--- src/rtl/lifo_pkg.sv ---
`default_nettype none
// ============================================================================
//  Module      : lifo_pkg
//  Description : Shared defaults and helpers for the LIFO buffer register.
//                Provides the default word width and depth, and the
//                stack-pointer width helper. The pointer must hold the
//                values 0..DEPTH, so it is one bit wider than an index.
//  Revision    : 1.0 - initial release
// ============================================================================
package lifo_pkg;

    localparam int DEFAULT_DATA_WIDTH = 4;
    localparam int DEFAULT_DEPTH      = 8;

    // Width of a pointer that counts from 0 up to and including depth.
    function automatic int ptr_width(input int depth);
        return $clog2(depth) + 1;
    endfunction

endpackage
`default_nettype wire

--- src/rtl/lifo_storage.sv ---
`default_nettype none
// ============================================================================
//  Module      : lifo_storage
//  Description : Register-file array for the LIFO buffer. It has one
//                synchronous write port and one combinational read port.
//                The contents are deliberately not reset.
//  Ports       : clk      - clock
//                wr_en    - write strobe
//                wr_addr  - write index
//                wr_data  - write word
//                rd_addr  - read index
//                rd_data  - word at rd_addr (combinational)
//  Revision    : 1.0 - initial release
// ============================================================================
module lifo_storage #(
    parameter int DATA_WIDTH = 4,
    parameter int DEPTH      = 8,
    parameter int ADDR_WIDTH = $clog2(DEPTH)
) (
    input  logic                  clk,
    input  logic                  wr_en,
    input  logic [ADDR_WIDTH-1:0] wr_addr,
    input  logic [DATA_WIDTH-1:0] wr_data,
    input  logic [ADDR_WIDTH-1:0] rd_addr,
    output logic [DATA_WIDTH-1:0] rd_data
);

    logic [DATA_WIDTH-1:0] mem [DEPTH];

    always_ff @(posedge clk) begin
        if (wr_en) begin
            mem[wr_addr] <= wr_data;
        end
    end

    assign rd_data = mem[rd_addr];

endmodule
`default_nettype wire

--- src/rtl/lifo_buffer_register.sv ---
`default_nettype none
// ============================================================================
//  Module      : lifo_buffer_register
//  Description : Hardware stack holding DEPTH words of DATA_WIDTH bits.
//                Each enabled cycle performs either a push (RW=0) or a pop
//                (RW=1). A push when full and a pop when empty are both
//                ignored. dataOut is registered and holds the last word
//                that was popped.
//  Ports       : Clk     - clock, rising edge
//                Rst     - asynchronous active-low reset
//                EN      - operation enable
//                RW      - 0 = push, 1 = pop
//                dataIn  - word to push
//                dataOut - last popped word
//                EMPTY   - no words are stored
//                FULL    - DEPTH words are stored
//  Revision    : 1.0 - initial release
// ============================================================================
module lifo_buffer_register
    import lifo_pkg::*;
#(
    parameter int DATA_WIDTH = DEFAULT_DATA_WIDTH,
    parameter int DEPTH      = DEFAULT_DEPTH
) (
    input  logic                  Clk,
    input  logic                  Rst,
    input  logic                  EN,
    input  logic                  RW,
    input  logic [DATA_WIDTH-1:0] dataIn,
    output logic [DATA_WIDTH-1:0] dataOut,
    output logic                  EMPTY,
    output logic                  FULL
);

    localparam int PTR_WIDTH  = ptr_width(DEPTH);
    localparam int ADDR_WIDTH = $clog2(DEPTH);

    // sp is the word count, so it also indexes the next free slot.
    logic [PTR_WIDTH-1:0]  sp;
    logic                  do_push;
    logic                  do_pop;
    logic [ADDR_WIDTH-1:0] wr_addr;
    logic [ADDR_WIDTH-1:0] rd_addr;
    logic [DATA_WIDTH-1:0] rd_data;

    assign EMPTY = (sp == '0);
    assign FULL  = (sp == PTR_WIDTH'(DEPTH));

    // Push and pop are gated by the flags, so overflow and underflow
    // requests fall through as no-ops.
    assign do_push = EN & ~RW & ~FULL;
    assign do_pop  = EN &  RW & ~EMPTY;

    // The truncation is safe because a push only happens while sp < DEPTH
    // and a pop only happens while sp >= 1.
    assign wr_addr = ADDR_WIDTH'(sp);
    assign rd_addr = ADDR_WIDTH'(sp - PTR_WIDTH'(1));

    lifo_storage #(
        .DATA_WIDTH (DATA_WIDTH),
        .DEPTH      (DEPTH),
        .ADDR_WIDTH (ADDR_WIDTH)
    ) u_storage (
        .clk     (Clk),
        .wr_en   (do_push),
        .wr_addr (wr_addr),
        .wr_data (dataIn),
        .rd_addr (rd_addr),
        .rd_data (rd_data)
    );

    always_ff @(posedge Clk or negedge Rst) begin
        if (!Rst) begin
            sp      <= '0;
            dataOut <= '0;
        end else if (do_push) begin
            sp      <= sp + PTR_WIDTH'(1);
        end else if (do_pop) begin
            sp      <= sp - PTR_WIDTH'(1);
            dataOut <= rd_data;
        end
    end

endmodule
`default_nettype wire

--- config.mk ---
export PLATFORM = sky130hd
export DESIGN_NAME = lifo_buffer_register
export DESIGN_NICKNAME = d
export VERILOG_FILES = /design/src/rtl/lifo_pkg.sv /design/src/rtl/lifo_storage.sv /design/src/rtl/lifo_buffer_register.sv
export SDC_FILE = /design/constraint.sdc
export NUM_CORES = 1
export LEC_CHECK = 0
export ABC_AREA = 1
export BUFFER_PORTS_ARGS = -buffer_cell sky130_fd_sc_hd__buf_4
export CELL_PAD_IN_SITES_DETAIL_PLACEMENT = 1
export CELL_PAD_IN_SITES_GLOBAL_PLACEMENT = 2
export CORE_ASPECT_RATIO = 1.75
export CORE_UTILIZATION = 37
export CTS_CLUSTER_DIAMETER = 120
export DETAILED_ROUTE_END_ITERATION = 10
export PLACE_DENSITY_LB_ADDON = 0.1
export SLEW_MARGIN = 20
export SYNTH_ARGS = -nofsm -noshare
export SYNTH_HDL_FRONTEND = slang
export SYNTH_SLANG_ARGS = --single-unit
--- constraint.sdc ---
create_clock -name Clk -period 2.34 [get_ports Clk]
set_clock_uncertainty 0.15 [all_clocks]
set_input_delay 0.702 -clock Clk [delete_from_list [all_inputs] [get_ports Clk]]
set_output_delay 0.702 -clock Clk [all_outputs]
set_load 0.1 [all_outputs]
==> results_dict.tcl <==
set metrics [dict create \
    wirelength_um 4376 \
    power_switching_mw 1.399 \
    grt-ovfl-total 0 \
    powerDensity_nw_per_um2 1347 \
    syn_inst 197 \
    final_antenna_net_count 0 \
    hpwl_um 3362 \
    drive_gt1_share_pct 20.28 \
    drcViolationCount 0 \
    fin_crit_sh_pct 97.19 \
    synthesis.nets 207 \
    ios 14 \
    setup_violations 0 \
    cts_tree "done" \
    p_leak_nw 0.9857 \
    fmax_mhz 439.7 \
    slew_violations 0 \
    clk_path_buf_depth 2 \
    period_minus_slack_ns 2.274 \
    hp-class "input pin to async pin" \
    cts_max_level 2 \
    placedCellCount 263 \
    stdcell_area_um2 2200 \
    max-slew-margin-rel_pct 68.37 \
    avgSynthCellArea_um2 9.648 \
    vias_per_cell 4.893 \
    die_h_um 96.81 \
    grt_pass1_wl_um 7058 \
    antenna_found_initial 0 \
    synthDistinctLibCells 20 \
    first_pass_iters 3 \
    run_status "finished, final reports clean" \
    core_area_um2 4935 \
    cts.sinks 40 \
    irDropWorstVdd_uv 921.1 \
    clk_pin_slew_worst_paths_ns 0.08 \
    endpoint_kind "primary output" \
    crit_type "register to primary output" \
    p_int_mw 1.563 \
    fillers 578 \
    grt_pass1_vias 1447 \
    crit_fanout 5 \
    seq_power_share_pct 32.3 \
    clk_latency_ns 0.30 \
    p_sw_share_pct 47.24 \
    final_nets 226 \
    synth_seq_cells 40 \
    finalNonFillerCells 271 \
    arrival_ns 1.42 \
    synth_area_um2 1901 \
    tightest_slew_ns 0.4711 \
    wl_per_cell_um 16.15 \
    grt_max_degree 22 \
    dieArea_um2 5438 \
    io_buffers 13 \
    synth-seq-area-share_pct 61.09 \
    p_comb_share_pct 52.1 \
    drv_cap 0 \
    drt-initial-drc-count 31 \
    initial_core_util_pct 38.51 \
    critPathLaunchType "register" \
    timing.hold.ws_ns 0.05208 \
    antenna_cells 0 \
    cp.required_ns 1.49 \
    rsz0062_at_grt "no" \
    area_delta_synth_final_pct 15.73 \
    post-cts-setup-buffers 0 \
    gp_congestion 0.7663 \
    fin_tns_setup_ns 0 \
    finalHoldViolations 0 \
    cts_made_buffers 5 \
    r2r_cells 7 \
    grtUsageTotal_pct 17.63 \
    power_mw 2.962 \
    cts_root_buffer "clkbuf_8" \
    yosys_warnings 0 \
    placed_area_um2 2061 \
    clock_power_share_pct 15.6 \
    die_x_um 56.18 \
    vias 1326 \
    std_cell_rows 34 \
]
-- final timing paths --
check	from	endpoint	slack, ns
max reg2reg	sp[1]	u_storage.mem[6][3]	0.40
min	Rst	dataOut[1]	0.05
min reg2reg	dataOut[2]	dataOut[2]	0.35
max	sp[1]	EMPTY	0.07
min in group Clk	dataOut[2]	dataOut[2]	0.35
max in group asynchronous	Rst	sp[1]	1.85
-- logic make-up (layout without fill, tap and decap cells) --
| kind of cell | after synthesis | after routing | share of synthesized area (%) |
|---|---|---|---|
| buf+inv | 43 | 63 | 9.940 |
| xor+xnor | 4 | 4 | 1.844 |
| simple gates | 107 | 107 | 25.54 |
| fa+ha+maj | 2 | 2 | 1.316 |
| flops | 40 | 40 | 61.09 |
| compound gates | 1 | 1 | 0.2631 |
-- layout by cell type, fill, tap and decap left out, types with 2 or more instances in the layout --
master and instances:
xor2_1 2, buf_4 16, inv_1 28, nand2_1 64
nand3_4 2, inv_2 7, nand2_4 2, dfrtp_1 7
nor2_1 6, edfxtp_1 32, xnor2_1 2, clkbuf_8 5
buf_12 2, nand3_1 27, clkinvlp_4 4, nor3_1 3
-- synth_stat cells, drive strengths merged --
cell,number,area [µm²]
nand2,67,269.0
inv,37,138.9
edfxtp,32,960.9
nand3,30,172.7
dfrtp,8,200.2
nor2,7,28.78
buf,6,50.04
nor3,3,15.01
ha,2,25.02
xnor2,2,17.52
xor2,2,17.52
o21ai,1,5.000
-- worst max-delay path, stage by stage, from the launching register on --
cell and delay (ns):
dfrtp_2 0.44, inv_2 0.09, ha_4 0.18, nand3_2 0.13
clkinvlp_4 0.11, buf_12 0.16
-- registers in the layout (all words and copies together) (netlist names) --
register	cells
u_storage.mem	32
sp	4
dataOut	4
-- cell type report --
type / count / area (µm²) / area share, %
tap: 54 / 67.56 / 3.072
sequential: 40 / 1162 / 52.84
multi-input combinational: 114 / 570.5 / 25.94
clock inverter: 3 / 23.77 / 1.081
inverter: 37 / 146.4 / 6.655
timing repair buffer: 18 / 160.2 / 7.281
clock buffer: 5 / 68.82 / 3.129
-- per-layer routing --
metal  routed length (µm)  up-vias  global-route usage, %
met5                    0        -                      0
met1                 1683      633                  18.13
met2                 2398       20                  31.41
li1                     -      658                      -
met4                  201        0                  11.82
met3                   93       15                  3.209
-- power groups by stage --
stage | combinational [mW] | sequential, mW | clock [mW]
after global placement | 1.46 | 0.965 | 0
after CTS | 1.55 | 0.955 | 0.482
final | 1.54 | 0.958 | 0.462
after global routing | 1.69 | 0.969 | 0.510
after detailed placement | 1.47 | 0.972 | 0
after floorplan | 0.918 | 1.18 | 0
-- metrics by stage --
step | utilization, % | setup slack [ns]
final | 44.57 | 0.06587
after global routing | 44.57 | 0.004949
after CTS | 44.30 | 0.01931
after detailed placement | 41.76 | 0.1067
after global placement | 41.76 | 0.1566
after floorplan | - | -0.008943
-- timing repair --
item,4_1_cts,5_1_grt
hold buffers,0,0
endpoints found under the hold margin,0,0
resized for setup,8,3
endpoints found under the setup margin,2,2
Power figures use the tool's default switching activity.
